### src/rtl/bounce_pkg.sv
// Shared types and constants for the bounce generator and its LFSR.
package bounce_pkg;

  typedef enum logic [1:0] {
    StIdle   = 2'd0,
    StBounce = 2'd1,
    StSettle = 2'd2
  } bounce_state_t;

  // Fibonacci taps 8,6,5,4 expressed as state bits 7,5,4,3.
  localparam logic [7:0] LFSR_TAPS = 8'b1011_1000;

  localparam int unsigned REM_W = 5;
  localparam int unsigned CNT_W = 8;

endpackage

### src/rtl/lfsr8.sv
// Free-running 8-bit Fibonacci LFSR; advances on every clock.
module lfsr8
  import bounce_pkg::*;
#(
  parameter logic [7:0] SEED = 8'hA5
) (
  input  logic       i_clk,
  input  logic       i_rst_n,
  output logic [7:0] o_state
);

  logic [7:0] state_q;

  always_ff @(posedge i_clk or negedge i_rst_n) begin
    if (!i_rst_n) begin
      state_q <= SEED;
    end else begin
      state_q <= {state_q[6:0], ^(state_q & LFSR_TAPS)};
    end
  end

  assign o_state = state_q;

endmodule

### src/rtl/bounce_generator.sv
// Turns a clean level into a bouncing burst of 2N+1 randomly spaced transitions,
// then holds for a settle period. Counts every output transition.
module bounce_generator
  import bounce_pkg::*;
#(
  parameter int unsigned TICK_DIV     = 50_000,
  parameter int unsigned SETTLE_TICKS = 16,
  parameter logic [7:0]  LFSR_SEED    = 8'hA5
) (
  input  logic             i_clk,
  input  logic             i_rst_n,
  input  logic             i_clr,
  input  logic             i_en,
  input  logic             i_lvl,
  input  logic [3:0]       i_bounce_cnt,
  output logic             o_lvl,
  output logic             o_busy,
  output logic [CNT_W-1:0] o_toggle_count,
  output logic [1:0]       o_state
);

  localparam int unsigned PRE_W = (TICK_DIV > 1) ? $clog2(TICK_DIV) : 1;
  localparam int unsigned SET_W = (SETTLE_TICKS > 0) ? $clog2(SETTLE_TICKS + 1) : 1;
  localparam logic [PRE_W-1:0] PreMax     = PRE_W'(TICK_DIV - 1);
  localparam logic [SET_W-1:0] SettleLoad = SET_W'(SETTLE_TICKS);

  logic [PRE_W-1:0] pre_q;
  logic             tick;
  logic [7:0]       lfsr;
  logic             unused_lfsr;

  bounce_state_t    state_q;
  logic             lvl_q, lvl_d;
  logic             busy_q;
  logic [REM_W-1:0] rem_q;
  logic [3:0]       ival_q;
  logic [SET_W-1:0] settle_q;
  logic [CNT_W-1:0] cnt_q;
  logic             event_hit;

  lfsr8 #(
    .SEED (LFSR_SEED)
  ) u_lfsr (
    .i_clk   (i_clk),
    .i_rst_n (i_rst_n),
    .o_state (lfsr)
  );

  assign unused_lfsr = ^lfsr[7:3];

  assign tick = (pre_q == PreMax);

  always_ff @(posedge i_clk or negedge i_rst_n) begin
    if (!i_rst_n) begin
      pre_q <= '0;
    end else if (tick) begin
      pre_q <= '0;
    end else begin
      pre_q <= pre_q + PRE_W'(1);
    end
  end

  assign event_hit = (state_q == StBounce) && tick && (ival_q == 4'd1);

  // Next output level; shared by the level register and the transition counter.
  always_comb begin
    lvl_d = lvl_q;
    if (!i_en) begin
      lvl_d = i_lvl;
    end else if (event_hit) begin
      lvl_d = (rem_q > REM_W'(1)) ? ~lvl_q : i_lvl;
    end
  end

  always_ff @(posedge i_clk or negedge i_rst_n) begin
    if (!i_rst_n) begin
      state_q  <= StIdle;
      lvl_q    <= 1'b0;
      busy_q   <= 1'b0;
      rem_q    <= '0;
      ival_q   <= '0;
      settle_q <= '0;
      cnt_q    <= '0;
    end else begin
      lvl_q <= lvl_d;

      if (i_clr) begin
        cnt_q <= '0;
      end else if (lvl_d != lvl_q) begin
        cnt_q <= cnt_q + CNT_W'(1);
      end

      if (!i_en) begin
        state_q  <= StIdle;
        busy_q   <= 1'b0;
        rem_q    <= '0;
        ival_q   <= '0;
        settle_q <= '0;
      end else begin
        unique case (state_q)
          StIdle: begin
            if (i_lvl != lvl_q) begin
              state_q <= StBounce;
              busy_q  <= 1'b1;
              rem_q   <= {i_bounce_cnt, 1'b1};
              ival_q  <= {1'b0, lfsr[2:0]} + 4'd1;
            end
          end
          StBounce: begin
            if (tick) begin
              if (ival_q == 4'd1) begin
                if (rem_q > REM_W'(1)) begin
                  rem_q  <= rem_q - REM_W'(1);
                  ival_q <= {1'b0, lfsr[2:0]} + 4'd1;
                end else begin
                  state_q  <= StSettle;
                  settle_q <= SettleLoad;
                  rem_q    <= '0;
                  ival_q   <= '0;
                end
              end else begin
                ival_q <= ival_q - 4'd1;
              end
            end
          end
          StSettle: begin
            if (tick) begin
              if (settle_q <= SET_W'(1)) begin
                state_q  <= StIdle;
                busy_q   <= 1'b0;
                settle_q <= '0;
              end else begin
                settle_q <= settle_q - SET_W'(1);
              end
            end
          end
          default: begin
            state_q <= StIdle;
            busy_q  <= 1'b0;
          end
        endcase
      end
    end
  end

  assign o_lvl          = lvl_q;
  assign o_busy         = busy_q;
  assign o_toggle_count = cnt_q;
  assign o_state        = state_q;

endmodule

### config.mk
export PLATFORM = sky130hd
export DESIGN_NAME = bounce_generator
export DESIGN_NICKNAME = d
export VERILOG_FILES = /design/src/rtl/bounce_pkg.sv /design/src/rtl/lfsr8.sv /design/src/rtl/bounce_generator.sv
export SDC_FILE = /design/constraint.sdc
export NUM_CORES = 1
export LEC_CHECK = 0
export BUFFER_PORTS_ARGS = -buffer_cell sky130_fd_sc_hd__buf_2
export CORE_MARGIN = 4
export CORE_UTILIZATION = 35
export DETAILED_ROUTE_END_ITERATION = 7
export PLACE_DENSITY = 0.52
export SYNTH_ARGS = -nofsm -noshare
export SYNTH_HDL_FRONTEND = slang
export SYNTH_SLANG_ARGS = --single-unit
### constraint.sdc
create_clock -name i_clk -period 2.1 [get_ports i_clk]
set_clock_uncertainty 0.1 [all_clocks]
set_input_delay 0.105 -clock i_clk [delete_from_list [all_inputs] [get_ports i_clk]]
set_output_delay 0.105 -clock i_clk [all_outputs]
set_load 0.005 [all_outputs]
# Word level (Yosys, flattened, before mapping)

Index checks and enable logic that the tools add are counted.

Flip-flop bits (word level): 50
Input port bits: 9
Output and inout bits: 12
Word-level logic and storage cells: 81

Add/subtract/negate cells: 6
$lt $le $gt $ge: 2
Equality and inequality tests: 15
Multiplexer cells: 38
Bitwise logic cells: 1
Reduce and logical (&&, ||, !) cells: 10

Operators by type and width:

| kind                                                          | number |
|---|---|
| 2-to-1 mux 5 bit                                              | 11 |
| 2-to-1 mux 4 bit                                              | 5 |
| case mux 5 bit (2 select lines)                               | 2 |
| adder 16 x 1 -> 16 bit, second input constant                 | 1 |
| equality test 16 bit, second input constant                   | 1 |
| 2-to-1 mux 16 bit                                             | 1 |
| 2-to-1 mux 8 bit                                              | 2 |
| inequality test 3 bit, second input constant                  | 5 |
| 2-to-1 mux 2 bit                                              | 7 |
| subtractor 5 x 1 -> 5 bit, second input constant              | 2 |
| adder 8 x 1 -> 8 bit, second input constant                   | 1 |
| case mux 4 bit (2 select lines)                               | 1 |
| AND reduction 4 bit                                           | 2 |
| parity 8 bit                                                  | 1 |
| 2-to-1 mux 1 bit                                              | 7 |
| inequality test 3 x 1 -> 1 bit, second input constant         | 2 |
| case mux 2 bit (3 select lines)                               | 1 |
| AND reduction 6 bit                                           | 1 |
| greater-than comparator 5 x 1 -> 1 bit, second input constant | 1 |
| <= comparator 5 x 1 -> 1 bit, second input constant           | 1 |
| AND reduction 5 bit                                           | 1 |
| adder 3 x 1 -> 4 bit, second input constant                   | 1 |
| equality test 4 x 1 -> 1 bit, second input constant           | 1 |
| subtractor 4 x 1 -> 4 bit, second input constant              | 1 |
| other kinds (11)                                              | 13 |

# Depth between registers and ports, before layout

Gate-level depths: netlist (run 1).

Depth after elaboration: 8
Gate-level depth with buffers: 8
Mapped depth without buffers: 7

# By module

From an unflattened synthesis (run 1), not the netlist that was laid out.

Cell total of the unflattened synthesis: 269
Area, all modules: 2,635.0 um^2

Modules (own cells, without submodules):

| module           | times used | cells each | area an instance (um^2) | seq. area each (um^2) |
|---|---|---|---|---|
| bounce_generator | 1          | 258        | 2,403.6                 | 1,051.0 |
| lfsr8            | 1          | 11         | 231.5                   | 205.2 |

# Least setup slack after synthesis (run 1)

No wires, ideal clock.

Kind: reg2reg
Start: reg ival_q[1]
End: reg cnt_q[7] (netlist: o_toggle_count[7])
Setup time: 128 ps
Data arrival time: 1,961 ps
Required time: 1,872 ps
Slack: -89 ps
Stages on the path, launching flop included: 9
Buffers on the path: 1
Period minus slack after synthesis: 2,189 ps
Cell sequence: dfrtp_1 -> inv_1 -> ha_1 -> or3b_4 -> nor2_2 -> a21oi_2 -> buf_6 -> nor4_4 -> mux2_1

Word-level cells in the longest chain between the ends: 6

Ends and longest elaborated chain:

| item                         | line                    | RTL |
|---|---|---|
| start, declared              | bounce_generator.sv:36  | `logic [3:0] ival_q;` |
| start signal, assigned       | bounce_generator.sv:106 | `ival_q <= {1'b0, lfsr[2:0]} + 4'd1;` |
| start signal, assigned       | bounce_generator.sv:114 | `ival_q <= {1'b0, lfsr[2:0]} + 4'd1;` |
| start signal, assigned       | bounce_generator.sv:122 | `ival_q <= ival_q - 4'd1;` |
| equality test 4 x 1 -> 1 bit | bounce_generator.sv:63  | `assign event_hit = (state_q == StBounce) && tick && (ival_q == 4'd1);` |
| logical AND 1 bit            | bounce_generator.sv:63  |  |
| 2-to-1 mux 1 bit             | bounce_generator.sv:70  | `end else if (event_hit) begin` |
| 2-to-1 mux 1 bit             | bounce_generator.sv:68  | `if (!i_en) begin` |
| inequality test 1 bit        | bounce_generator.sv:89  | `end else if (lvl_d != lvl_q) begin` |
| nonzero test 2 bit (no line) | n/a                     |  |
| end signal, assigned         | bounce_generator.sv:90  | `cnt_q <= cnt_q + CNT_W'(1);` |
| end, declared                | bounce_generator.sv:38  | `logic [CNT_W-1:0] cnt_q;` |

No other way between the ends.
A chain may end at the register's enable or synchronous reset.

# Worst setup path after layout (run 1)

Start: reg ival_q[1]
End: reg cnt_q[4] (netlist: o_toggle_count[4])

The elaborated chain is that of the path after synthesis.

==> results of run 1 <==
-- report_power, final --
| part | switching [mW] | total [mW] | leakage (nW) | internal [mW] |
|---|---|---|---|---|
| clock | 0.319 | 0.708 | 0.0585 | 0.389 |
| sequential | 0.0421 | 1.05 | 0.654 | 1.01 |
| combinational | 0.321 | 0.591 | 0.864 | 0.271 |
-- final timing paths --
kind	from	to	slack (ns)	cells past startpoint
worst max register to register	ival_q[1]$_DFFE_PN0P_	o_toggle_count[4]$_DFFE_PN0P_	0.05	7
worst min-delay path	i_bounce_cnt[2]	rem_q[3]$_DFFE_PN0P_	0.01	3
worst min register to register	u_lfsr.o_state[6]$_DFF_PN0_	u_lfsr.o_state[7]$_DFF_PN1_	0.26	0
max in group asynchronous	i_rst_n	u_lfsr.o_state[7]$_DFF_PN1_	1.07	3
worst max-delay path	ival_q[1]$_DFFE_PN0P_	o_toggle_count[4]$_DFFE_PN0P_	0.05	7
min in group asynchronous	i_rst_n	o_toggle_count[2]$_DFFE_PN0P_	0.19	2
-- final cells by class --
| cell class | count | area, sq um | share of cell area [%] |
|---|---|---|---|
| clock buffer | 7 | 86.3 | 2.48 |
| clock inverter | 1 | 30.0 | 0.861 |
| inverter | 12 | 45.0 | 1.29 |
| multi-input combinational | 205 | 1460 | 42.0 |
| sequential | 50 | 1260 | 36.0 |
| tap | 102 | 128 | 3.66 |
| timing repair buffer | 67 | 478 | 13.7 |
-- through the flow --
step	area (sq um)	power, mW	utilization (%)	hold slack (ns)
after CTS	3430	2.35	44.3	0.00514
after detailed placement	3280	1.62	42.5	0.0136
after global routing	3490	2.49	45.1	0.00236
after floorplan	2780	1.39	-	-0.291
final	3490	2.35	45.1	0.0110
after global placement	3280	1.61	42.5	0.0157
-- sequential cells by signal (all words and copies together), names as in the netlist --
name	cells
o_toggle_count	8
o_state	2
ival_q	4
settle_q	5
u_lfsr.o_state	8
o_busy	1
o_lvl	1
pre_q	16
rem_q	5
-- kinds of logic after synthesis --
| logic type | count (synthesis) |
|---|---|
| AOI/OAI and AO/OA | 73 |
| xor gates and xnor gates | 18 |
| adders and majority gates | 9 |
| buffers and inverters | 22 |
| DFF | 50 |
| muxes | 5 |
| and+or+nand+nor | 100 |
-- cells in the final DEF (no fill, tap or decap), drive strengths merged, types with 2 or more instances in the layout --
cell,synthesis,final
nand3,12,12
nor2b,5,5
o21ai,14,14
xor2,10,10
and4,2,2
dlygate4sd3,0,2
inv,12,12
a41oi,3,3
dfstp,4,4
clkbuf,5,7
nand2,18,18
nand2b,3,3
o211ai,4,4
o21ba,2,2
and3,2,2
a21oi,19,19
nor2,25,25
a32oi,2,2
nor3,8,8
xnor2,8,8
or3,3,3
and2,4,4
or4,3,3
nor3b,2,2
and4bb,2,2
nor4,2,2
o22ai,2,2
o31ai,6,6
mux2,4,4
buf,5,65
ha,9,9
dfrtp,46,46
o21a,4,4
nand4,7,7
-- worst max-delay path: stages (launching register included) --
cell and delay, ns:
dfrtp_1 0.40, inv_2 0.06, ha_1 0.13, or3b_4 0.40
nor2_4 0.12, a21oi_4 0.11, or4_1 0.52, a21oi_1 0.15
-- what timing repair did --
action	4_1_cts	5_1_grt
setup buffers	0	3
setup endpoints to repair	4	15
pin swaps	0	4
endpoints found under the hold margin	25	0
hold buffers	2	0
resized for setup	1	12
-- metal layers --
metal,vias to the layer above,share of wire (%)
met1,1103,50
met5,-,0
li1,1144,-
met2,40,45
met4,0,1.0
met3,5,3.8
==> flow_metrics.env, run 1 <==
export IMPL_status="complete, no violations"
export IMPL_dr_pass1_iters=4
export IMPL_start_util_pct=35.9
export IMPL_synthesis_instances=277
export IMPL_setup_worst_path_end_class="register"
export IMPL_grt_first_pass_wirelength_mm=11.1
export IMPL_synth_adder_area_share_pct=4.06
export IMPL_grt_ovfl_total=0
export IMPL_synth_most_common_cell="dfrtp_1"
export IMPL_ios=21
export IMPL_synth_top_family_by_area="simple AND/OR/NAND/NOR gates"
export IMPL_die_height_um=97.0
export IMPL_grt_use_met2_pct=22.0
export IMPL_n_antenna_cell=0
export IMPL_finalWorstSetupSlack_ns=0.0504
export IMPL_synth_flop_cell="dfrtp_1"
export IMPL_path_clk_slew_ns=0.10
export IMPL_numCtsBuffers=5
export IMPL_p_leak_nw=1.58
export IMPL_fp_dieW_um=97.0
export IMPL_yosysTopAreaCellShare_pct=41.5
export IMPL_pre_cts_ws_ns=-0.00176
export IMPL_synth_net_count=295
export IMPL_yosysTopAreaCell="dfrtp_1"
export IMPL_finalNonFillerCells=444
export IMPL_arrival_ns=2.19
export IMPL_period_share_pct=97.6
export IMPL_fin_nets=359
export IMPL_num_rows=32
export IMPL_synth_edff_count=0
export IMPL_met1_usage_pct=20.0
export IMPL_finalCriticalPeriod_ns=2.05
export IMPL_yosys_area_share_xor_xnor_pct=5.68
export IMPL_tns_ns=0
export IMPL_power_density_nw_per_um2=674
export IMPL_rsz0062_at_grt="true"
export IMPL_hold_viol=0
export IMPL_htree_levels=2
export IMPL_cts_tree="yes"
export IMPL_die_area_sq_um=9420
export IMPL_nFillCells=759
export IMPL_route_vias_total=2292
export IMPL_core_sq_um=7730
export IMPL_slew_headroom_pct=64.9
export IMPL_yosysSeqAreaShare_pct=45.3
export IMPL_dp_hpwl_mm=4.75
export IMPL_synth_simple_gate_area_share_pct=21.0
export IMPL_ir_worst_vdd_uv=356
export IMPL_cts_buffer_depth=2
export IMPL_grtUsageTotal_pct=14.2
export IMPL_avgViaCountPerCell=5.16
export IMPL_antenna_found_initial=0
export IMPL_clockRootBuffer="clkbuf_8"
export IMPL_ys_ff_latch=50
export IMPL_worst_slew_pin_slew_ns=0.526
export IMPL_ys_types=63
export IMPL_crit_fanout=9
export IMPL_finalSetupViolCount=0
export IMPL_cts_sinks=50
export IMPL_ys_async_sr_fraction_pct=100
export IMPL_drt_wl_total_mm=6.42
export IMPL_drive_above_1_share_pct=29.2
export IMPL_use_met3_pct=2.81
export IMPL_required_ns=2.24
export IMPL_critical_path_class="register to register"
export IMPL_drcViolationCount=0
export IMPL_hold_path_class="input pin to register"
export IMPL_area_growth_pct=25.7
export IMPL_synth_commonest_cells="dfrtp_1, nor2_1, a21oi_1, nand2_1, o21ai_0"
export IMPL_netlist_top_cells_area="dfrtp_1, ha_1, dfstp_2, nor2_1, xor2_1"
export IMPL_syn_avg_cell_area_sq_um=10.0
export IMPL_yosysWarningCount=0
export IMPL_synth_area_mux_share_pct=1.98
export IMPL_synth_compound_area_share_pct=18.5
export IMPL_syn_area_sq_um=2780
export IMPL_grt_busiest_layer="met2"
export IMPL_detail_route_antenna_nets=0
export IMPL_wire_per_inst_um=14.5
export IMPL_fmax_mhz=488
export IMPL_clk_latency_ns=0.31
export IMPL_start_kind="register"
export IMPL_grt_start_max_net_pins=30
export IMPL_grt_pass1_vias=2328
export IMPL_drv_slew=0
export IMPL_cap_viol_max_count=0
export IMPL_port_buffers=20
export IMPL_finalWeightedCongestion=0.812
export IMPL_drt_iter0_drc=52
export IMPL_placed_cells=431
Note: power is estimated with default switching activity, not from simulation.
==> run 2: changes to the inputs <==
--- a/config.mk
+++ b/config.mk
@@ -9,7 +9,7 @@
 export CORE_MARGIN = 4
 export CORE_UTILIZATION = 35
 export DETAILED_ROUTE_END_ITERATION = 7
-export PLACE_DENSITY = 0.52
+export PLACE_DENSITY = 0.5
 export SYNTH_ARGS = -nofsm -noshare
 export SYNTH_HDL_FRONTEND = slang
 export SYNTH_SLANG_ARGS = --single-unit
==> constraint.sdc (replaced) <==
create_clock -name i_clk -period 2.5 [get_ports i_clk]
set_clock_uncertainty 0.1 [all_clocks]
set_input_delay 0.125 -clock i_clk [delete_from_list [all_inputs] [get_ports i_clk]]
set_output_delay 0.125 -clock i_clk [all_outputs]
set_load 0.005 [all_outputs]
==> run 2 against run 1 <==
Compared with the run above:
- worst hold slack improved by 0.0024 ns
- non-clock buffer count decreased by 36
- combinational power decreased by 32%
- critical endpoint is now o_toggle_count[7]$_DFFE_PN0P_
- clock-buffer cell count decreased by 2
- via count decreased by 7.5%
- utilization decreased by 4.7 points
- cell count decreased by 8.1%
- highest routed layer unchanged
- setup slack improved by 0.21 ns
==> flow_metrics.env, run 2 (same netlist as run 1, synthesis figures left out) <==
export IMPL_htree_levels=2
export IMPL_finalWorstSetupSlack_ns=0.263
export IMPL_top_register="pre_q"
export IMPL_grt_first_pass_wirelength_mm=10.4
export IMPL_status="complete, no violations"
export IMPL_grt_start_max_net_pins=32
export IMPL_grt_ovfl_total=0
export IMPL_ir_worst_vdd_uv=246
export IMPL_cap_viol_max_count=0
export IMPL_largest_reg_flops=16
export IMPL_grtUsageTotal_pct=13.5
export IMPL_final_util_pct=40.5
export IMPL_clk_latency_ns=0.31
export IMPL_p_leak_nw=1.37
export IMPL_start_kind="register"
export IMPL_clockRootBuffer="clkbuf_8"
export IMPL_hold_viol=0
export IMPL_multi_input_area_sq_um=1420
export IMPL_core_sq_um=7730
export IMPL_holdWs_ns=0.0134
export IMPL_power_density_nw_per_um2=570
export IMPL_dp_hpwl_mm=4.43
export IMPL_area_growth_pct=12.7
export IMPL_route_vias_total=2120
export IMPL_drv_slew=0
export IMPL_drt_iter0_drc=55
export IMPL_finalSetupViolCount=0
export IMPL_drcViolationCount=0
export IMPL_pre_cts_ws_ns=0.235
export IMPL_drt_wl_total_mm=6.02
export IMPL_finalNonFillerCells=408
export IMPL_setup_worst_path_end_class="register"
export IMPL_hold_depth=3
export IMPL_arrival_ns=2.33
export IMPL_start_util_pct=35.9
export IMPL_postCtsResizedCells=0
export IMPL_path_clk_slew_ns=0.10
export IMPL_nFillCells=761
export IMPL_final_cell_area_sq_um=3130
export IMPL_die_height_um=97.0
export IMPL_fp_dieW_um=97.0
export IMPL_rsz0062_at_grt="false"
export IMPL_placed_area_sq_um=3020
export IMPL_antenna_found_initial=0
export IMPL_die_area_sq_um=9420
export IMPL_worst_slew_pin_slew_ns=0.651
export IMPL_seq_area_sq_um=1260
export IMPL_cts_tree="yes"
export IMPL_numCtsBuffers=5
export IMPL_ios=21
export IMPL_finalCriticalPeriod_ns=2.24
export IMPL_placed_cells=398
export IMPL_avgViaCountPerCell=5.20
export IMPL_finalWeightedCongestion=0.776
export IMPL_detail_route_antenna_nets=0
export IMPL_hold_path_class="input pin to register"
export IMPL_period_share_pct=89.5
export IMPL_final_common_cell="dfrtp_1"
export IMPL_cts_buffer_depth=2
export IMPL_dr_pass1_iters=4
export IMPL_layout_common_cells="dfrtp_1, nor2_1, buf_2, nand2_1, a21oi_1"
export IMPL_wire_per_inst_um=14.8
export IMPL_fmax_mhz=447
export IMPL_num_rows=32
export IMPL_fin_nets=323
export IMPL_port_buffers=20
export IMPL_p_total_mw=1.78
export IMPL_required_ns=2.60
export IMPL_tns_ns=0
export IMPL_grt_pass1_vias=2004
export IMPL_worstRegToRegCells=6
export IMPL_critical_path_class="register to register"
export IMPL_n_antenna_cell=0
export IMPL_drive_above_1_share_pct=19.0
export IMPL_crit_fanout=13
export IMPL_cts_sinks=50
export IMPL_slew_headroom_pct=56.6
run 2: layout make-up:
| class | instances | area share (%) |
|---|---|---|
| Multi-Input combinational cell | 205 | 45.4 |
| Inverter | 12 | 1.44 |
| Clock buffer | 5 | 2.20 |
| Clock inverter | 3 | 0.680 |
| Timing Repair Buffer | 31 | 6.00 |
| Sequential cell | 50 | 40.2 |
| Tap cell | 102 | 4.08 |
run 2: metal layers:
metal	GRT usage, %	routed length [um]	share of wire [%]
met2	20.2	2660	44
met3	2.67	155	2.6
met1	20.0	3150	52
met4	2.92	53	0.88
met5	0	0	0
run 2: timing repair:
action / 4_1_cts / 5_1_grt
setup buffers: 0 / 0
hold buffers: 2 / 0
hold endpoints to repair: 21 / 0
run 2: worst max-delay path, stage by stage, from the launching register on:
cell,delay (ns)
dfrtp_1,0.42
ha_1,0.24
and3_1,0.22
and4_4,0.18
a21oi_2,0.53
nor4_4,0.11
mux2_1,0.34
run 2: where the power goes:
group,switching (mW),internal [mW]
Combinational,0.228,0.170
Clock,0.287,0.197
Sequential,0.0506,0.847
run 2: final timing paths:
path,slack (ns),start,end
worst max-delay path,0.26,pre_q[0]$_DFF_PN0_,o_toggle_count[7]$_DFFE_PN0P_
worst min register to register,0.26,u_lfsr.o_state[6]$_DFF_PN0_,u_lfsr.o_state[7]$_DFF_PN1_
max in group asynchronous,1.27,i_rst_n,u_lfsr.o_state[2]$_DFF_PN1_
min in group asynchronous,0.20,i_rst_n,o_toggle_count[5]$_DFFE_PN0P_
worst min-delay path,0.01,i_bounce_cnt[3],rem_q[4]$_DFFE_PN0P_
worst max register to register,0.26,pre_q[0]$_DFF_PN0_,o_toggle_count[7]$_DFFE_PN0P_
